--- src/rtl/id_ex_stage.sv ---
`default_nettype none
// ============================================================================
// Module      : id_ex_stage
// Description : ID/EX pipeline register with EX-stage operand selection.
//               Forwards from EX/MEM and MEM/WB, detects load-use hazards,
//               inserts bubbles and honours downstream stall and flush.
// Revision    : 1.0 - initial release
// ============================================================================
module id_ex_stage #(
    parameter int DATA_W = 32,
    parameter int REG_AW = 5
) (
    input  logic              clk,
    input  logic              rst_n,
    input  logic              stall_i,
    input  logic              flush_i,
    input  logic              id_valid_i,
    input  logic [4:0]        id_alucode_i,
    input  logic [DATA_W-1:0] id_rs_data_i,
    input  logic [DATA_W-1:0] id_rt_data_i,
    input  logic [DATA_W-1:0] id_imm_i,
    input  logic [4:0]        id_shamt_i,
    input  logic [REG_AW-1:0] id_rs_i,
    input  logic [REG_AW-1:0] id_rt_i,
    input  logic [REG_AW-1:0] id_rd_i,
    input  logic              id_alusrc_i,
    input  logic              id_shift_imm_i,
    input  logic              id_regwrite_i,
    input  logic              id_memread_i,
    input  logic              id_memwrite_i,
    input  logic              exmem_regwrite_i,
    input  logic [REG_AW-1:0] exmem_rd_i,
    input  logic [DATA_W-1:0] exmem_result_i,
    input  logic              memwb_regwrite_i,
    input  logic [REG_AW-1:0] memwb_rd_i,
    input  logic [DATA_W-1:0] memwb_result_i,
    output logic              ex_valid_o,
    output logic [4:0]        ex_alucode_o,
    output logic [DATA_W-1:0] ex_a_o,
    output logic [DATA_W-1:0] ex_b_o,
    output logic [DATA_W-1:0] ex_store_data_o,
    output logic [REG_AW-1:0] ex_rd_o,
    output logic              ex_regwrite_o,
    output logic              ex_memread_o,
    output logic              ex_memwrite_o,
    output logic              load_use_o
);

    localparam logic [4:0] c_ALU_SLL = 5'b10000;
    localparam logic [4:0] c_ALU_SRL = 5'b10001;
    localparam logic [4:0] c_ALU_SRA = 5'b10010;

    // Everything the EX stage remembers about its instruction.
    typedef struct packed {
        logic              valid;
        logic [4:0]        alucode;
        logic [DATA_W-1:0] rs_data;
        logic [DATA_W-1:0] rt_data;
        logic [DATA_W-1:0] imm;
        logic [4:0]        shamt;
        logic [REG_AW-1:0] rs;
        logic [REG_AW-1:0] rt;
        logic [REG_AW-1:0] rd;
        logic              alusrc;
        logic              shift_imm;
        logic              regwrite;
        logic              memread;
        logic              memwrite;
    } ex_fields_t;

    ex_fields_t        ex_q;
    ex_fields_t        ex_d;
    logic [DATA_W-1:0] w_fwd_rs;
    logic [DATA_W-1:0] w_fwd_rt;
    logic [DATA_W-1:0] w_a_raw;
    logic [DATA_W-1:0] w_a;
    logic              w_is_shift;
    logic              w_load_use;

    // Operand forwarding: EX/MEM beats MEM/WB, register 0 never forwards.
    always_comb begin
        w_fwd_rs = ex_q.rs_data;
        w_fwd_rt = ex_q.rt_data;
        if (memwb_regwrite_i && (memwb_rd_i != '0) && (memwb_rd_i == ex_q.rs))
            w_fwd_rs = memwb_result_i;
        if (exmem_regwrite_i && (exmem_rd_i != '0) && (exmem_rd_i == ex_q.rs))
            w_fwd_rs = exmem_result_i;
        if (memwb_regwrite_i && (memwb_rd_i != '0) && (memwb_rd_i == ex_q.rt))
            w_fwd_rt = memwb_result_i;
        if (exmem_regwrite_i && (exmem_rd_i != '0) && (exmem_rd_i == ex_q.rt))
            w_fwd_rt = exmem_result_i;
    end

    // A load in EX whose destination the ID instruction reads must stall ID.
    // rt only counts when it is a real source: register operand or store data.
    assign w_load_use = ex_q.valid && ex_q.memread && (ex_q.rd != '0) && id_valid_i
                     && ((ex_q.rd == id_rs_i)
                         || ((ex_q.rd == id_rt_i) && (!id_alusrc_i || id_memwrite_i)))
                     && !stall_i && !flush_i;

    // Next-state selection: flush, then stall, then load-use bubble, then load.
    always_comb begin
        ex_d = ex_q;
        if (flush_i) begin
            ex_d = '0;
        end else if (stall_i) begin
            // Capture forwarded values so a retiring source is not lost.
            ex_d.rs_data = w_fwd_rs;
            ex_d.rt_data = w_fwd_rt;
        end else if (w_load_use) begin
            ex_d = '0;
        end else begin
            ex_d.valid     = id_valid_i;
            ex_d.alucode   = id_alucode_i;
            ex_d.rs_data   = id_rs_data_i;
            ex_d.rt_data   = id_rt_data_i;
            ex_d.imm       = id_imm_i;
            ex_d.shamt     = id_shamt_i;
            ex_d.rs        = id_rs_i;
            ex_d.rt        = id_rt_i;
            ex_d.rd        = id_rd_i;
            ex_d.alusrc    = id_alusrc_i;
            ex_d.shift_imm = id_shift_imm_i;
            ex_d.regwrite  = id_regwrite_i & id_valid_i;
            ex_d.memread   = id_memread_i  & id_valid_i;
            ex_d.memwrite  = id_memwrite_i & id_valid_i;
        end
    end

    // ID/EX pipeline register.
    always_ff @(posedge clk or negedge rst_n) begin
        if (!rst_n)
            ex_q <= '0;
        else
            ex_q <= ex_d;
    end

    // Operand A: shamt for immediate shifts; shift amounts keep only 5 bits.
    always_comb begin
        w_is_shift = (ex_q.alucode == c_ALU_SLL) || (ex_q.alucode == c_ALU_SRL)
                  || (ex_q.alucode == c_ALU_SRA);
        w_a_raw    = ex_q.shift_imm ? {{(DATA_W-5){1'b0}}, ex_q.shamt} : w_fwd_rs;
        w_a        = w_is_shift ? {{(DATA_W-5){1'b0}}, w_a_raw[4:0]} : w_a_raw;
    end

    assign ex_valid_o      = ex_q.valid;
    assign ex_alucode_o    = ex_q.alucode;
    assign ex_a_o          = w_a;
    assign ex_b_o          = ex_q.alusrc ? ex_q.imm : w_fwd_rt;
    assign ex_store_data_o = w_fwd_rt;
    assign ex_rd_o         = ex_q.rd;
    assign ex_regwrite_o   = ex_q.regwrite & ex_q.valid;
    assign ex_memread_o    = ex_q.memread  & ex_q.valid;
    assign ex_memwrite_o   = ex_q.memwrite & ex_q.valid;
    assign load_use_o      = w_load_use;

endmodule
`default_nettype wire

--- config.mk ---
export PLATFORM = sky130hd
export DESIGN_NAME = id_ex_stage
export DESIGN_NICKNAME = d
export VERILOG_FILES = /design/src/rtl/id_ex_stage.sv
export SDC_FILE = /design/constraint.sdc
export NUM_CORES = 1
export LEC_CHECK = 0
export CORE_UTILIZATION = 48
export CTS_BUF_LIST = sky130_fd_sc_hd__clkbuf_4 sky130_fd_sc_hd__clkbuf_8
export DETAILED_ROUTE_END_ITERATION = 8
export PLACE_DENSITY_LB_ADDON = 0.25
export SYNTH_ARGS = -nofsm -noshare
export SYNTH_HDL_FRONTEND = slang
export SYNTH_SLANG_ARGS = --single-unit
--- constraint.sdc ---
create_clock -name clk -period 6.1 [get_ports clk]
set_input_delay 0.915 -clock clk [delete_from_list [all_inputs] [get_ports clk]]
set_output_delay 0.915 -clock clk [all_outputs]
set_load 0.02 [all_outputs]
# Word-level counts from Yosys, hierarchy flattened
# Index checks and enable logic that the tools add are counted.
# op_classes
n_mux	12
eq_ne	10
reduce_logical	23
bitwise_logic	6
# ops
operator	count
127-bit 2-to-1 mux	2
32-bit 2-to-1 mux	7
64-bit 2-to-1 mux	1
57-bit 2-to-1 mux	1
5-bit == test	6
5-bit == test (second input constant)	3
5-bit nonzero test	3
1-bit logical AND	13
1-bit AND	6
6-bit 2-to-1 mux	1
1-bit logical OR	4
1-bit zero test	3
2-bit by 1-bit inequality test with 1-bit output (second input constant)	1
# word_totals
inputBits	207
word_cells	65
reg_bits	127

# Longest topological paths before layout
# Gate-level depths: netlist (run 1).
# depth
word_depth	10
depth_mapped	8

# Worst setup path after synthesis (run 1)
# Ideal clock, no wire load.
# synth_path
kind	input-to-output
from	in memwb_rd_i[4]
to	out ex_b_o[10]
stages	6
path_buffers	1
arrival_ps	2774
slack_ps	2411
cell_sequence	or4_1 > o21ai_2 > buf_2 > o31ai_1 > a31oi_1 > mux2_2
# synth_via
elab_chain_cells	6
# synth_rtl
item	line	text
start: declaration	35	input logic [REG_AW-1:0] memwb_rd_i,
5-bit nonzero test	88	if (memwb_regwrite_i && (memwb_rd_i != '0) && (memwb_rd_i == ex_q.rt))
1-bit logical AND	88	
1-bit logical AND (*)	88	
32-bit 2-to-1 mux (*)	88	
32-bit 2-to-1 mux (*)	90	if (exmem_regwrite_i && (exmem_rd_i != '0) && (exmem_rd_i == ex_q.rt))
net ex_store_data_o[10]	41	output logic [DATA_W-1:0] ex_store_data_o,
32-bit 2-to-1 mux (*)	149	assign ex_b_o = ex_q.alusrc ? ex_q.imm : w_fwd_rt;
end: declaration	40	output logic [DATA_W-1:0] ex_b_o,
# Mark *: on every way through the listed nets, which the timed path passes. The rest lies on a longest branch.

# Worst setup path after layout (run 1)
# layout_path
from	in exmem_rd_i[1]
to	out ex_a_o[30]
# layout_via
elab_chain_cells	6
# layout_rtl
item	line	text
start: declaration	32	input logic [REG_AW-1:0] exmem_rd_i,
5-bit nonzero test	86	if (exmem_regwrite_i && (exmem_rd_i != '0) && (exmem_rd_i == ex_q.rs))
1-bit logical AND	86	
1-bit logical AND (*)	86	
32-bit 2-to-1 mux (*)	86	
32-bit 2-to-1 mux (*)	142	w_a_raw = ex_q.shift_imm ? {{(DATA_W-5){1'b0}}, ex_q.shamt} : w_fwd_rs;
32-bit 2-to-1 mux (*)	143	w_a = w_is_shift ? {{(DATA_W-5){1'b0}}, w_a_raw[4:0]} : w_a_raw;
end: declaration	39	output logic [DATA_W-1:0] ex_a_o,
# Every way passes the cells marked *; elsewhere a longest branch is shown, timed or not.

==> results.md, run 1 <==
Run status:
- The run finished with clean final reports.

Synth:
- In the post-synthesis netlist, the biggest area contributors are sky130_fd_sc_hd__dfrtp_1, sky130_fd_sc_hd__a22o_1, sky130_fd_sc_hd__mux2_2.
- The area of the mapped netlist is 0.00736 sq mm.
- The synthesized design contains 0 enable-type register cells.
- The number of nets handed over by synthesis was 952.
- A synthesized cell averages slightly below 10 sq um.
- The fraction of registers with async set or reset after synthesis is between 90% and 100%.
- Counting distinct cell types in the post-synthesis netlist gives 40.
- In the synthesized netlist the dominant register cell turns out to be sky130_fd_sc_hd__dfrtp_1.
- The fraction of post-synthesis cell area in the top cell type by area is 43.2%.
- In the synthesized netlist, the cells that appear most often are sky130_fd_sc_hd__dfrtp_1, sky130_fd_sc_hd__a22o_1, sky130_fd_sc_hd__nor3_1.
- The number of synthesized register bits is 127.
- The count of yosys warnings during synthesis is 0.
- The gate count after technology mapping is between 700 and 800.
- Of all cell types, the one taking the most synthesized area is sky130_fd_sc_hd__dfrtp_1.
- Sequential cells were found to cover 43.2% of the synthesized design area.
- In the post-synthesis netlist, the cell with the most instances is sky130_fd_sc_hd__dfrtp_1.

Setup path:
- In this design, the critical path's most frequently occurring cell is sky130_fd_sc_hd__clkdlybuf4s50_1.
- In this design, the largest share of critical-path delay is due to simple AND/OR/NAND/NOR gates.
- The launch instance of the worst register-to-register path is ex_q[17]$_DFFE_PN0P_.
- The setup check on the worst reg-to-reg path leaves a slack of 3600 ps.
- The cell with the largest stage delay on the worst path is sky130_fd_sc_hd__or2_2.
- By startpoint and endpoint, the worst setup path is classified as in -> out.
- The depth of the most critical reg-to-reg path is 7.
- In this run the critical register-to-register path is captured at ex_q[110]$_DFF_PN0_.
- The biggest cell delay along the critical path is about 700 ps.
- The critical path contains buffers and inverters numbering 3 combined.
- For the worst setup path, the data arrival time is 4310 ps.
- Along the worst path, the maximum fanout reaches 43.
- Traced cell by cell, the critical path runs through clkdlybuf4s50_1 > or4_4 > o211ai_1 > or2_2 > buf_4 > nor2_1 > nor3_1 > clkdlybuf4s50_1.
- The launching element type of the critical path is an input port.
- The launching instance or port of the critical path is exmem_rd_i[1].
- STA classifies the critical path endpoint as an output pin.
- At the worst endpoint, the required time is 5180 ps.

Drt:
- The wire length on met2 is 12500 um.
- After detailed routing, the number of vias per cell comes to 6.51.
- The wire length per cell after detailed routing is ~23 um.
- The met1 routed wirelength after detailed routing is 10900 um.
- The final route contains just under 8000 vias.
- The count of nets left with antenna violations once routing finished came out at 0.
- The remaining design rule violation count is 0.
- In this run, the number of DRC markers left after iteration 0 of detailed routing was 829.
- Wire segments on met3 add up to about 2700 um in the final route.
- Signal routing reaches up to met4.
- After detailed routing, the total wire length is approximately 27000 um.
- The number of detailed-route iterations in the first pass is 6.

STA:
- The final critical path takes up approximately 86% of the cycle.
- After routing, the total negative slack on setup checks comes to 0 ps.
- The final hold violation count is 0.
- At the pin with the least slew margin, the transition time is ~1100 ps.
- The maximum clock skew at final layout is 8.78 ps.
- The number of slew-limit violations in the final report is 0.
- The tightest hold margin is 424 ps.
- Headroom to the max-slew limit came out at roughly a quarter.
- Setup repair after global routing left no endpoint under its margin.
- Static timing analysis puts the maximum clock frequency at 191 MHz.
- Setup violations remaining at the end of the flow were counted as 0.
- The final worst-path setup slack is 872 ps.
- For the finished layout, the period the worst path requires is 5230 ps.

Floorplan:
- From left edge to right edge, the die measures between 100 and 150 um.
- The total core area is ~0.015 sq mm.
- The die covers 0.0158 sq mm.
- The row count is 44.
- The number of top-level design ports is 318.
- The floorplan step set the die height to roughly 130 um.
- For this configuration, the core starts out at a cell density of approximately half.

Finish:
- The number of nets in the layout is approximately 1200.
- Summing all multi-input logic gate instances after layout gives 0.00379 sq mm.
- The share of the core filled with cells is 74.4%.
- Leaving out filler cells and counting taps, the final layout contains approximately 1200.
- 0 antenna diodes ended up in the layout.
- The final design instance area without fill is 0.0110 sq mm.
- In the final layout, the share of cells above drive strength 1 is under 10%.
- The count of filler cells inserted in the layout is 1095.
- Across the whole layout, storage elements account for about 0.0032 sq mm.
- The synthesis-to-layout area growth is 49.2%.

Global route:
- The initial antenna violation count came to 0.
- Entering global routing, the biggest net connects 81 pins.
- The number of global-route vias before repair was 7453.
- After global routing the overflow that remains totals 0.
- The wire length of the first global-routing pass is 42000 um.
- The total routing usage reported by global routing is 34.1%.

Placement:
- During placement, the flow inserted port buffers numbering 317.
- The routability-driven placement congestion ratio is 0.878.
- Once placement finished, the instance area stood at 0.0105 sq mm.
- After detailed placement, the design holds a cell count of approximately 1200.
- Once detailed placement completed, the half-perimeter wirelength came to 18500 um.
- The post-placement worst setup slack is 946 ps.

Clocking:
- The TritonCTS buffer count is 17.
- TritonCTS built the clock tree.
- In this run, post-CTS hold repair placed 0 buffers.
- The number of cells upsized or downsized after cts is 0.
- The clock passes through at most 2 buffers.
- At the later pin of the worst-skew pair, clock insertion delay measures 450 ps.
- The H-tree was split into 4 levels.
- After clock tree synthesis, the clock-pin slew on the worst setup and hold paths is 80 ps.
- The clock drives between 100 and 150 sinks.
- The clock root buffer master is sky130_fd_sc_hd__clkbuf_8.
- The post-CTS setup buffer count is 0.

Pwr:
- The areal power density over the cells is about 230 mW/mm^2.
- The worst-case IR drop observed on VDD is about 0.16 mV.
- The post-route total power is 2.48 mW.
- The reported leakage power is 4.39 nW.

Worst hold path:
- The tightest min-delay check is of the in -> async type.

Run:
- Across the run, the number of max-cap violations was 0.
[logic make-up (layout without fill, tap and decap cells)]
| family | after synthesis | after routing | share of synthesized area (%) |
|---|---|---|---|
| compound gates | 269 | 269 | 28.6 |
| xor+xnor | 30 | 30 | 3.57 |
| buf+inv | 100 | 366 | 6.29 |
| flops | 127 | 127 | 43.2 |
| mux | 32 | 32 | 4.90 |
| simple gates | 187 | 187 | 13.4 |
[registers in the layout, summed over array words and instances, names as in the netlist]
signal	count
ex_valid_o	1
ex_rd_o	5
ex_q	116
ex_alucode_o	5
[routing by layer]
metal	up-vias	track usage [%]
met4	0	14.5
met1	3747	44.4
met2	532	54.6
met3	71	8.28
met5	-	0
li1	3428	-
[power by group]
part,leakage (nW),switching (mW),internal [mW]
logic,2.48,0.351,0.335
clock network,0.221,0.359,0.509
registers,1.69,0.0335,0.891
total,4.39,0.744,1.73
[worst max-delay path by stage]
stage | cells past startpoint | end
after floorplan | 6 | ex_b_o[10]
after global placement | 7 | ex_a_o[2]
after detailed placement | 8 | ex_a_o[30]
after CTS | 8 | ex_a_o[30]
after global routing | 8 | ex_a_o[30]
final | 8 | ex_a_o[30]
[cell usage in the layout (no fill, tap or decap), types with 10 or more instances in the layout]
cell and instances:
sky130_fd_sc_hd__mux2_2 32, sky130_fd_sc_hd__a31oi_1 32, sky130_fd_sc_hd__o2bb2ai_1 32, sky130_fd_sc_hd__a22o_1 92, sky130_fd_sc_hd__clkbuf_8 19, sky130_fd_sc_hd__nor3_1 60
sky130_fd_sc_hd__clkdlybuf4s50_1 316, sky130_fd_sc_hd__o21ai_0 33, sky130_fd_sc_hd__xnor2_1 20, sky130_fd_sc_hd__nand4_1 35, sky130_fd_sc_hd__xor2_1 10, sky130_fd_sc_hd__nor2_1 34
sky130_fd_sc_hd__buf_4 15, sky130_fd_sc_hd__o31ai_1 37, sky130_fd_sc_hd__a221oi_1 32, sky130_fd_sc_hd__dfrtp_1 126, sky130_fd_sc_hd__and3_1 33
[area by class of cell]
| class | instances | area share, % |
|---|---|---|
| Sequential cell | 127 | 29.0 |
| Clock inverter | 13 | 1.91 |
| Inverter | 1 | 0.0342 |
| Multi-Input combinational cell | 518 | 34.5 |
| Tap cell | 184 | 2.10 |
| Clock buffer | 19 | 2.38 |
| Timing Repair Buffer | 333 | 30.1 |
Note: power is estimated with default switching activity, not from simulation.
==> inputs of run 2 (changes only) <==
Settings changed: CTS_CLUSTER_SIZE set to 24.
==> results of run 2 <==
Same layout as run 1: the final DEF is identical, and so are final timing and power.
==> inputs of run 3 (changes only) <==
Settings changed: ABC_AREA set to 1, CORE_UTILIZATION 48 to 50.
==> run 3 against run 2 <==
  * Final area rose by 11%
  * Clock skew rose by 4.0 ps
  * Routed wire length rose by 22%
  * Global-route usage rose by 2.8 points
  * Sequential power barely moved
  * Worst setup slack improved by 55 ps
  * Critical path type unchanged
  * Critical endpoint is now ex_b_o[9]
==> results.md, run 3 <==
Global route:
- The global-route met2 utilization was 55.2% (was 54.6%).
- The wire length of the first global-routing pass is 51100 um (was 42000 um).
- The busiest metal layer after global routing was met2 (unchanged).
- The met1 routing resource usage after global routing is 51.3% (was 44.4%).
- The maximum number of pins on one net before global-route repair is 95 (was 81).
- The global-route met3 utilization was 8.24% (was 8.28%).
- The initial antenna violation count is 3 (was 0).
- The number of global-route vias before repair is 9252 (was 7453).
- The global-route congestion overflow total is 0 (unchanged).
- The total routing usage reported by global routing is 37.0% (was 34.1%).

Clocking:
- The number of cells upsized or downsized after cts was 0 (unchanged).
- The clock input transition at the sequential cells of the worst setup and hold paths came to 80 ps (about the same).
- The largest buffer count on any clock path is 2 (unchanged).
- The number of levels in the clock H-tree is 4 (unchanged).
- The CTS tree is built (unchanged).
- The post-CTS setup buffer count is 0 (unchanged).
- The clock sink total is 127 (unchanged).
- The clock root buffer master is sky130_fd_sc_hd__clkbuf_8 (unchanged).
- The hold buffer count at CTS is 0 (unchanged).
- The insertion delay to the later sink of the worst-skew pair was 450 ps (about the same).
- The TritonCTS buffer count is 17 (unchanged).

Synth:
- Most numerous cell types in the synthesized netlist: sky130_fd_sc_hd__nand2_1, sky130_fd_sc_hd__nand3_1, sky130_fd_sc_hd__inv_1 (was sky130_fd_sc_hd__dfrtp_1, sky130_fd_sc_hd__a22o_1, sky130_fd_sc_hd__nor3_1).
- The area of the mapped netlist is 0.00875 sq mm (was 0.00736 sq mm).
- The fraction of registers with async set or reset after synthesis came to 100% (unchanged).
- The total nets after synthesis is 1536 (was 952).
- The average footprint of a synthesized cell is 6.58 sq um (was 9.88 sq um).
- The number of synthesized register bits is 127 (unchanged).
- The post-synthesis cell type count came to 27 (was 40).
- The most frequent cell after synthesis is sky130_fd_sc_hd__nand2_1 (was sky130_fd_sc_hd__dfrtp_1).
- Cell types occupying the most area after synthesis: sky130_fd_sc_hd__dfrtp_1, sky130_fd_sc_hd__nand2_1, sky130_fd_sc_hd__nand3_1 (was sky130_fd_sc_hd__dfrtp_1, sky130_fd_sc_hd__a22o_1, sky130_fd_sc_hd__mux2_2).
- The count of yosys warnings during synthesis is 0 (unchanged).
- The portion of the post-synthesis area used by sequential elements is 36.3% (was 43.2%).
- The leading register cell type out of synthesis was sky130_fd_sc_hd__dfrtp_1 (unchanged).
- The number of enable-type register cells in the synthesized netlist came to 0 (unchanged).
- The fraction of post-synthesis cell area in the top cell type by area was 36.3% (was 43.2%).
- The gate count after technology mapping is 1329 (was 745).
- The cell type with the highest aggregate area in the netlist is sky130_fd_sc_hd__dfrtp_1 (unchanged).

Finish:
- The post-layout instance count excluding filler cells is 1824 (was 1195).
- The number of nets in the layout came to 1790 (was 1205).
- The synthesis-to-layout area growth is 39.6% (was 49.2%).
- The count of filler cells inserted in the layout is 1474 (was 1095).
- The area of the multi-input gates was 0.00444 sq mm (was 0.00379 sq mm).
- Commonest cells after routing, fill and taps aside: sky130_fd_sc_hd__nand2_1, sky130_fd_sc_hd__clkdlybuf4s50_1, sky130_fd_sc_hd__nand3_1, sky130_fd_sc_hd__inv_1, sky130_fd_sc_hd__dfrtp_1 (was sky130_fd_sc_hd__clkdlybuf4s50_1, sky130_fd_sc_hd__dfrtp_1, sky130_fd_sc_hd__a22o_1, sky130_fd_sc_hd__nor3_1, sky130_fd_sc_hd__o31ai_1).
- The commonest non-fill, non-tap cell in the layout is sky130_fd_sc_hd__nand2_1 (was sky130_fd_sc_hd__clkdlybuf4s50_1).
- The footprint of the flip-flops and latches was 0.00318 sq mm (about the same).
- The flip-flop count of the largest register after layout is 116 (unchanged).
- The register with the most flip-flops is ex_q (unchanged).
- The fraction of layout cells with a size suffix above 1 is 6.33% (was 9.40%).

Drt:
- The remaining design rule violation count came to 0 (unchanged).
- The number of detailed-route iterations in the first pass is 5 (was 6).
- The initial DRC count came to 1064 (was 829).
- The post-detailed-routing wire length was 33000 um (was 27100 um).
- The vias after detailed routing came to 9914 (was 7778).
- The remaining antenna violation count after routing is 0 (unchanged).
- The wire length per cell after detailed routing came to 18.1 um (was 22.7 um).
- The post-detailed-route via-to-cell ratio is 5.44 (was 6.51).

Floorplan:
- The total core area is 0.0172 sq mm (was 0.0148 sq mm).
- The die height is 134 um (was 126 um).
- The row count is 48 (was 44).
- The die extent in x is 134 um (was 126 um).
- The initial core utilization came to 50.9% (was 49.9%).
- The full die area is 0.0180 sq mm (was 0.0158 sq mm).
- The number of top-level design ports is 318 (unchanged).

Setup path:
- The depth of the most critical reg-to-reg path is 9 (was 7).
- The critical path arrival is 4260 ps (was 4310 ps).
- The capturing element of the worst setup path is ex_b_o[9] (was ex_a_o[30]).
- The maximum fanout along the worst path is 33 (was 43).
- The kind of critical path is in -> out (unchanged).
- The slack of the worst reg-to-reg path is 3430 ps (was 3600 ps).
- The endpoint of the worst register-to-register path is ex_q[88]$_DFF_PN0_ (was ex_q[110]$_DFF_PN0_).
- The type of element capturing the critical path is an output pin (unchanged).
- The launching instance or port of the critical path is memwb_rd_i[0] (was exmem_rd_i[1]).
- The launching element type of the critical path was an input port (unchanged).
- The launch instance of the worst register-to-register path is ex_q[10]$_DFFE_PN0P_ (was ex_q[17]$_DFFE_PN0P_).
- The data required time of the critical path is 5180 ps (about the same).

STA:
- The final hold violation count is 0 (unchanged).
- The total of endpoints with negative setup slack in the final report is 0 (unchanged).
- The relative slew slack was 18.9% (was 24.9%).
- The final period utilization is 84.8% (was 85.7%).
- The maximum clock skew at final layout is 12.8 ps (was 8.78 ps).
- The total negative slack for setup checks is 0 ps (unchanged).
- The minimum period implied by the final worst setup slack came to 5170 ps (was 5230 ps).
- The number of slew-limit violations in the final report was 0 (unchanged).
- Unrepaired setup endpoints after global routing: no (unchanged).
- The slew at the pin closest to its max-slew limit came to 1220 ps (was 1120 ps).
- The fmax was 193 MHz (was 191 MHz).

Pwr:
- The reported leakage power is 6.45 nW (was 4.39 nW).
- The worst-case vdd ir drop came to 0.145 mV (was 0.165 mV).
- The areal power density over the cells is 198 mW/mm^2 (was 226 mW/mm^2).

Placement:
- The routability-driven placement congestion ratio is 0.942 (was 0.878).
- The half-perimeter wire length of the detailed placement result was 22900 um (was 18500 um).
- The cell total after placement is 1789 (was 1163).
- The number of port buffers is 317 (unchanged).

Worst hold path:
- The classification of the worst-slack hold path is in -> async (unchanged).

Run:
- The number of max-capacitance violations reported is 0 (unchanged).

Run status:
- Status: finished clean (unchanged).
==> run 3: changes by cell type after synthesis, sizes merged, moves of 31 or more <==
cell / before / now
nand2: 7 / 457
nand3: 2 / 295
inv: 1 / 172
a22o: 92 / 0
nor3: 62 / 3
o31ai: 37 / 0
clkbuf: 56 / 20
and3: 33 / 0
a221oi: 32 / 0
a31oi: 32 / 0
mux2: 32 / 0
o2bb2ai: 32 / 0
buf: 43 / 74
==> run 3: worst max-delay path: stages <==
cell                              delay (ps)
sky130_fd_sc_hd__clkdlybuf4s50_1         550
sky130_fd_sc_hd__inv_1                    60
sky130_fd_sc_hd__nand2_1                  60
sky130_fd_sc_hd__nand4_1                 130
sky130_fd_sc_hd__nor2_4                  670
sky130_fd_sc_hd__nand3_4                 660
sky130_fd_sc_hd__nand2_1                 210
sky130_fd_sc_hd__nand3_1                 140
sky130_fd_sc_hd__nand3_1                 190
sky130_fd_sc_hd__nand2_1                  80
sky130_fd_sc_hd__clkdlybuf4s50_1         560
==> run 3: logic make-up after synthesis <==
group | synth area share (%)
xor+xnor | 1.90
compound gates | 2.66
simple gates | 45.9
flops | 36.3
buf+inv | 13.2
==> run 3: how the worst min path moves through the flow <==
stage	from	endpoint	slack, ps	cells past startpoint
after floorplan	ex_q[55]$_DFFE_PN0P_	ex_q[55]$_DFFE_PN0P_	450	2
after global placement	ex_q[38]$_DFFE_PN0P_	ex_q[38]$_DFFE_PN0P_	460	2
after detailed placement	ex_q[20]$_DFFE_PN0P_	ex_q[20]$_DFFE_PN0P_	470	2
after CTS	rst_n	ex_q[95]$_DFF_PN0_	480	1
after global routing	ex_q[40]$_DFFE_PN0P_	ex_q[40]$_DFFE_PN0P_	500	2
final	rst_n	ex_q[95]$_DFF_PN0_	470	1
==> run 3: cell type report <==
type                            instances  share of cell area, %
Antenna cell                            3                 0.0614
Clock buffer                           18                   1.98
Clock inverter                         14                   1.29
Inverter                              172                   5.28
Multi-Input combinational cell        936                   36.4
Sequential cell                       127                   26.0
Tap cell                              225                   2.30
Timing Repair Buffer                  329                   26.7
==> run 3: metal layers <==
layer	up-vias	share of wire, %
met5	-	0
met4	0	3.6
met3	77	11
met2	604	44
met1	4539	42
li1	4694	-
==> run 3: per-stage QoR <==
stage / util [%] / hold WS (ps) / power [mW] / worst slack, ps / instance area, sq um
6_report: 71.1 / 470 / 2.42 / 927 / 12200
5_1_grt: 71.1 / 501 / 2.53 / 691 / 12200
4_1_cts: 71.1 / 481 / 2.42 / 971 / 12200
3_5_place_dp: 68.8 / 465 / 1.68 / 979 / 11800
3_3_place_gp: 68.8 / 462 / 1.67 / 1050 / 11800
2_1_floorplan: - / 449 / 1.30 / 3150 / 8750
==> run 3: report_power, final <==
part           total, mW  switching, mW  internal (mW)
logic              0.748          0.413          0.335
clock network      0.751          0.379          0.373
registers          0.924         0.0283          0.895
total               2.42          0.820           1.60
